--- src/rtl/da_row_sched_pkg.sv ---
`default_nettype none
// ============================================================================
// Module      : da_row_sched_pkg
// Description : Shared types and constants for the DA row scheduler.
// Revision    : 1.0 - initial release
// ============================================================================
package da_row_sched_pkg;

    // Width of the row result produced by the DA row engine
    localparam int c_eng_yw = 19;

    // Owner encoding used for res_owner and the round-robin pointer
    localparam logic c_owner_a = 1'b0;
    localparam logic c_owner_b = 1'b1;

    // Scheduler FSM states
    typedef enum logic [2:0] {
        ST_IDLE    = 3'd0,
        ST_LAUNCH  = 3'd1,
        ST_WAIT    = 3'd2,
        ST_STORE   = 3'd3,
        ST_RECOVER = 3'd4
    } state_t;

endpackage
`default_nettype wire

--- src/rtl/da_rr_arb2.sv ---
`default_nettype none
// ============================================================================
// Module      : da_rr_arb2
// Description : Two-input round-robin arbiter. The pointer remembers which
//               requester was served last and is advanced only on i_upd.
// Revision    : 1.0 - initial release
// ============================================================================
module da_rr_arb2
    import da_row_sched_pkg::*;
(
    input  logic clk,
    input  logic rst,
    input  logic i_req_a,
    input  logic i_req_b,
    input  logic i_upd,
    input  logic i_owner,
    output logic o_gnt_a,
    output logic o_gnt_b
);

    // High when B has priority on a tie (A was served last)
    logic r_prio_b;

    // Pointer register: favour whichever requester was not served last
    always_ff @(posedge clk or posedge rst) begin
        if (rst) begin
            r_prio_b <= 1'b0;
        end else if (i_upd) begin
            r_prio_b <= (i_owner == c_owner_a);
        end
    end

    // A lone request always wins; a tie goes to the favoured requester
    assign o_gnt_a = i_req_a & (~i_req_b | ~r_prio_b);
    assign o_gnt_b = i_req_b & (~i_req_a |  r_prio_b);

endmodule
`default_nettype wire

--- src/rtl/da_row_sched.sv ---
`default_nettype none
// ============================================================================
// Module      : da_row_sched
// Description : Arbitrates vector jobs from two requesters and issues NROWS
//               rows per job to a shared DA row engine, returning truncated
//               row results with owner tags and an engine timeout guard.
// Revision    : 1.0 - initial release
// ============================================================================
module da_row_sched
    import da_row_sched_pkg::*;
#(
    parameter int NROWS = 8,
    parameter int YW    = 12,
    parameter int TMO   = 255
) (
    input  logic                clk,
    input  logic                reset,
    input  logic                req_a,
    input  logic                req_b,
    input  logic [63:0]         xa,
    input  logic [63:0]         xb,
    output logic                ack_a,
    output logic                ack_b,
    output logic [63:0]         eng_x,
    output logic [4:0]          eng_row,
    output logic                eng_reset,
    output logic                eng_start,
    input  logic                eng_done,
    input  logic [c_eng_yw-1:0] eng_y,
    output logic                res_valid,
    output logic                res_owner,
    output logic [3:0]          res_row,
    output logic [YW-1:0]       res_data,
    output logic                job_done,
    output logic                err,
    output logic                busy
);

    state_t        r_state;
    state_t        w_next;

    logic          w_gnt_a;
    logic          w_gnt_b;
    logic          w_capture;
    logic          w_row_last;
    logic          w_tmo_hit;
    logic          w_done_evt;
    logic          w_tmo_evt;
    logic          w_eng_reset;
    logic          w_eng_start;

    logic [63:0]   r_eng_x;
    logic [3:0]    r_row;
    logic          r_owner;
    logic [15:0]   r_tmo_cnt;
    logic          r_ack_a;
    logic          r_ack_b;
    logic          r_res_valid;
    logic          r_res_owner;
    logic [3:0]    r_res_row;
    logic [YW-1:0] r_res_data;
    logic          r_job_done;
    logic          r_err;
    logic          r_busy;

    da_rr_arb2 u_arb (
        .clk     (clk),
        .rst     (reset),
        .i_req_a (req_a),
        .i_req_b (req_b),
        .i_upd   (w_done_evt | w_tmo_evt),
        .i_owner (r_owner),
        .o_gnt_a (w_gnt_a),
        .o_gnt_b (w_gnt_b)
    );

    assign w_capture  = (r_state == ST_IDLE) && (w_gnt_a || w_gnt_b);
    assign w_row_last = (r_row == 4'(NROWS - 1));
    // Counter holds cycles elapsed since LAUNCH (or STORE), so a hit here
    // lands err exactly TMO cycles after that point
    assign w_tmo_hit  = (r_tmo_cnt >= 16'(TMO - 1));

    // State register; reset forces IDLE so the engine is held in reset at once
    always_ff @(posedge clk or posedge reset) begin
        if (reset) begin
            r_state <= ST_IDLE;
        end else begin
            r_state <= w_next;
        end
    end

    // Next-state logic and engine handshake outputs
    always_comb begin
        w_next      = r_state;
        w_eng_reset = 1'b1;
        w_eng_start = 1'b0;
        w_done_evt  = 1'b0;
        w_tmo_evt   = 1'b0;
        case (r_state)
            ST_IDLE: begin
                if (req_a || req_b) begin
                    w_next = ST_LAUNCH;
                end
            end
            ST_LAUNCH: begin
                w_eng_reset = 1'b0;
                w_eng_start = 1'b1;
                w_next      = ST_WAIT;
            end
            ST_WAIT: begin
                w_eng_reset = 1'b0;
                w_eng_start = 1'b1;
                if (eng_done) begin
                    w_next = ST_STORE;
                end else if (w_tmo_hit) begin
                    w_tmo_evt = 1'b1;
                    w_next    = ST_IDLE;
                end
            end
            ST_STORE: begin
                w_next = ST_RECOVER;
            end
            ST_RECOVER: begin
                if (!eng_done) begin
                    if (w_row_last) begin
                        w_done_evt = 1'b1;
                        w_next     = ST_IDLE;
                    end else begin
                        w_next = ST_LAUNCH;
                    end
                end else if (w_tmo_hit) begin
                    w_tmo_evt = 1'b1;
                    w_next    = ST_IDLE;
                end
            end
            default: begin
                w_next = ST_IDLE;
            end
        endcase
    end

    // Job datapath: capture, row stepping, result registers and pulses
    always_ff @(posedge clk or posedge reset) begin
        if (reset) begin
            r_eng_x     <= 64'd0;
            r_row       <= 4'd0;
            r_owner     <= c_owner_a;
            r_ack_a     <= 1'b0;
            r_ack_b     <= 1'b0;
            r_res_valid <= 1'b0;
            r_res_owner <= c_owner_a;
            r_res_row   <= 4'd0;
            r_res_data  <= '0;
            r_job_done  <= 1'b0;
            r_err       <= 1'b0;
            r_busy      <= 1'b0;
        end else begin
            r_ack_a     <= 1'b0;
            r_ack_b     <= 1'b0;
            r_res_valid <= 1'b0;
            r_job_done  <= w_done_evt;
            r_err       <= w_tmo_evt;
            if (w_capture) begin
                r_eng_x <= w_gnt_b ? xb : xa;
                r_owner <= w_gnt_b ? c_owner_b : c_owner_a;
                r_ack_a <= w_gnt_a & ~w_gnt_b;
                r_ack_b <= w_gnt_b;
                r_row   <= 4'd0;
                r_busy  <= 1'b1;
            end
            if (r_state == ST_STORE) begin
                r_res_valid <= 1'b1;
                r_res_data  <= eng_y[c_eng_yw-1 -: YW];
                r_res_row   <= r_row;
                r_res_owner <= r_owner;
            end
            if ((r_state == ST_RECOVER) && !eng_done && !w_row_last) begin
                r_row <= r_row + 4'd1;
            end
            if (w_done_evt || w_tmo_evt) begin
                r_busy <= 1'b0;
            end
        end
    end

    // Timeout counter: runs only while waiting on the engine
    always_ff @(posedge clk or posedge reset) begin
        if (reset) begin
            r_tmo_cnt <= 16'd0;
        end else if ((r_state == ST_LAUNCH) || (r_state == ST_STORE)) begin
            r_tmo_cnt <= 16'd1;
        end else if ((r_state == ST_WAIT) || (r_state == ST_RECOVER)) begin
            r_tmo_cnt <= r_tmo_cnt + 16'd1;
        end else begin
            r_tmo_cnt <= 16'd0;
        end
    end

    // Result LSBs below the truncation point are intentionally dropped
    generate
        if (YW < c_eng_yw) begin : g_unused_lsbs
            logic w_unused_lsbs;
            assign w_unused_lsbs = ^eng_y[c_eng_yw-YW-1:0];
        end
    endgenerate

    assign ack_a     = r_ack_a;
    assign ack_b     = r_ack_b;
    assign eng_x     = r_eng_x;
    assign eng_row   = {1'b0, r_row};
    assign eng_reset = w_eng_reset;
    assign eng_start = w_eng_start;
    assign res_valid = r_res_valid;
    assign res_owner = r_res_owner;
    assign res_row   = r_res_row;
    assign res_data  = r_res_data;
    assign job_done  = r_job_done;
    assign err       = r_err;
    assign busy      = r_busy;

endmodule
`default_nettype wire

--- config.mk ---
export PLATFORM = sky130hd
export DESIGN_NAME = da_row_sched
export DESIGN_NICKNAME = d
export VERILOG_FILES = /design/src/rtl/da_row_sched_pkg.sv /design/src/rtl/da_rr_arb2.sv /design/src/rtl/da_row_sched.sv
export SDC_FILE = /design/constraint.sdc
export NUM_CORES = 1
export LEC_CHECK = 0
export ABC_AREA = 1
export CAP_MARGIN = 20
export CELL_PAD_IN_SITES_DETAIL_PLACEMENT = 0
export CELL_PAD_IN_SITES_GLOBAL_PLACEMENT = 1
export CORE_AREA = 4 4 139 141
export CTS_CLUSTER_SIZE = 30
export DETAILED_ROUTE_END_ITERATION = 8
export DIE_AREA = 0 0 143 145
export PLACE_DENSITY_LB_ADDON = 0.25
export SYNTH_ARGS = -nofsm -noshare
export SYNTH_HDL_FRONTEND = slang
export SYNTH_SLANG_ARGS = --single-unit
--- constraint.sdc ---
create_clock -name clk -period 4.7 [get_ports clk]
set_input_delay 0.94 -clock clk [delete_from_list [all_inputs] [get_ports clk]]
set_output_delay 0.94 -clock clk [all_outputs]
set_load 0.05 [all_outputs]
==> results by group <==
Run status
  – Status: finished, final reports clean

Synthesis
  – Cell area after synthesis: 5150 um2
  – Synth async-reset ratio: 1.00
  – Post-synthesis cell type count: 29
  – Syn Area/Cell: 8.23 um2
  – Cell taking the most area after synthesis: dfrtp_1
  – Top-area cell type share of the netlist area: 0.545
  – Synth Warn #: 0
  – Most common cell in the netlist: nand2_1
  – Yosys reg bits: ~110
  – Top cells by count, synth: nand2_1 (158), dfrtp_1 (112), nor2_1 (106)
  – Net Count, Synth: 780
  – Area contributors post-synth: dfrtp_1 (54%), nand2_1 (12%), nor2_1 (7.7%)
  – EDFF count, synth: 0
  – Post-Syn Instances: 625
  – Most used DFF post-synth: dfrtp_1
  – Sequential area share after synthesis: 0.545

Layout
  – Final Cell Area: 7960 um2
  – Final core utilization: 0.443
  – Share of cells above drive strength 1: 0.0365
  – Area delta synth->final: 54.6%
  – Nets: 1000
  – Diode count: 0

Global routing
  – Total grt overflow: 0
  – Initial antenna violation count: 0
  – Largest net degree at the start of global routing: 68
  – Number of global-route vias before repair: 5201
  – Total GRT Usage: 0.161
  – First-pass GRT wire length: 27000 um

Timing
  – RSZ-0062 raised after global routing: false
  – Max Slew Vio Count: 0
  – Minimum clock period: a little over 3000 ps
  – Hold Violations, Final: 0
  – Final Worst Setup Slack: 1680 ps
  – Final setup TNS: 0 ps
  – Max frequency: between 300 and 400 MHz
  – Fin Clk Skew: approximately 8 ps
  – Worst Tran Pin Value: 812 ps
  – Slew HR: 0.459
  – Period utilization: 0.642
  – Finish-stage setup viols: 0

Worst hold path
  – Worst Hold Class: reg2reg
  – Worst hold start: res_data[4]

CTS
  – Clk buf depth: 2
  – Clock latency on the worst-skew pair: 360 ps
  – H-tree Lvls: 3
  – Hold-fix buffers, CTS: 0
  – Worst-path clk slew: 80 ps
  – Clk sink count: 112
  – Cts repair resizes: 0
  – CTS tree: done
  – Clk root buf: clkbuf_16
  – Inserted Clock Buffers: 9
  – Post-CTS setup repair buffer count: 0

Die
  – Top Ports: 246
  – Initial Utilization: 0.286
  – Die W: 143 um
  – Core ar.: 18000 um2
  – DIE HEIGHT: 145 um
  – Die ar.: 20700 um2
  – Row count: between 40 and 50

Routing
  – DR WL/cell: 15.2 um
  – Final WL: ~16000 um
  – Vias per cell: 4.57
  – DR vias: 4933
  – DRC Markers: 0
  – 1st-iter DRT viols: 192
  – Antenna-violating nets left: 0
  – DR pass1 iterations: 4

Placed design
  – Port Buffers: 237
  – Dpl ws: around 1500 ps
  – Placed instance area: 7650 um2
  – Detailed placer's ending HPWL: 11700 um
  – Final Wtd Congestion: 0.777

Pwr
  – Worst vdd ir: just under 0.0004 V
  – Leak: 0.00342 uW
  – Overall power: 5590 uW
  – Pwr dens: between 700 and 800 nW/um2

Worst setup path
  – Crit Path Category: reg2out
  – CP max FO: 5
  – Worst setup EP type: primary output
  – CP Launch Point: r_state[0]
  – Crit path required time: 3760 ps
  – R2R Path Start: r_state[2]
  – Critical Path Start Type: register
  – Worst EP arrival: 2080 ps

Run
  – Max-Cap Viols: 0
power by group:
group | internal (uW) | switching [uW] | leakage [uW]
clock network | 425 | 391 | 0.000149
logic | 1030 | 2170 | 0.00186
registers | 1350 | 223 | 0.00142
total | 2810 | 2790 | 0.00342
flip-flops by register name (all words and copies together), names as in the netlist:
signal          count
ack_a               1
ack_b               1
busy                1
eng_x              64
err                 1
job_done            1
r_owner             1
r_row               4
r_state             3
r_tmo_cnt          16
res_data           12
res_owner           1
res_row             4
res_valid           1
u_arb.r_prio_b      1
worst paths after layout:
path	to	slack [ps]	cells after the start
min	res_data[4]	470	2
min in group asynchronous	eng_x[57]	1090	2
min reg2reg	res_data[4]	470	2
max	eng_start	1680	4
max reg2reg	eng_x[16]	2720	7
max in group asynchronous	res_data[1]	2840	3
area by class of cell:
cell class | count | area (um2)
Clock buffer | 9 | 225
Multi-Input combinational cell | 443 | 1980
Inverter | 37 | 141
Sequential cell | 112 | 2800
Timing Repair Buffer | 242 | 2430
Clock inverter | 7 | 83.8
Tap cell | 229 | 287
Fill cell | 1765 | 10000
critical path, stage by stage (launching register included):
cell             delay [ps]
dfrtp_1                 410
inv_1                   180
nand3_1                 180
nand2_1                 140
clkdlybuf4s50_1         810
logic make-up (layout without fill, tap and decap cells):
logic type,count (synthesis),after routing,share of synthesized area
flip-flops,112,112,0.545
AND/OR/NAND/NOR,283,283,0.220
other,1,1,0.000729
buffers and inverters,70,295,0.0720
AO/OA/AOI/OAI,154,154,0.152
adder cells (fa/ha/maj),3,3,0.00729
XOR/XNOR,2,2,0.00340
layer usage:
layer | vias up | part of all wire | track usage
met5 | - | 0 | 0
met3 | 31 | 0.087 | 0.0622
met4 | 0 | 0.030 | 0.0594
met2 | 175 | 0.47 | 0.259
met1 | 2282 | 0.42 | 0.197
li1 | 2445 | - | -
cells in the final DEF, fill, tap and decap left out, drive strengths merged:
master / netlist / layout
nor3: 4 / 4
buf: 22 / 5
nand3: 8 / 8
a211oi: 1 / 1
clkbuf: 11 / 9
dfrtp: 112 / 112
or2: 1 / 1
clkdlybuf4s50: 0 / 237
inv: 37 / 41
nand2: 159 / 159
nor3b: 1 / 1
conb: 1 / 1
nor2: 108 / 108
clkinv: 0 / 1
nand4: 2 / 2
a21oi: 6 / 6
o22ai: 3 / 3
ha: 3 / 3
clkinvlp: 0 / 1
a22oi: 1 / 1
xor2: 2 / 2
bufinv: 0 / 1
o21ai: 143 / 143
metrics by stage:
| step | hold WS, ps | std cells |
|---|---|---|
| 6_report | 473 | 1079 |
| 3_5_place_dp | 459 | 1063 |
| 2_1_floorplan | 455 | 625 |
| 3_3_place_gp | 453 | 1062 |
| 5_1_grt | 501 | 1079 |
| 4_1_cts | 478 | 1079 |
Note: power is estimated with default switching activity, not from simulation.
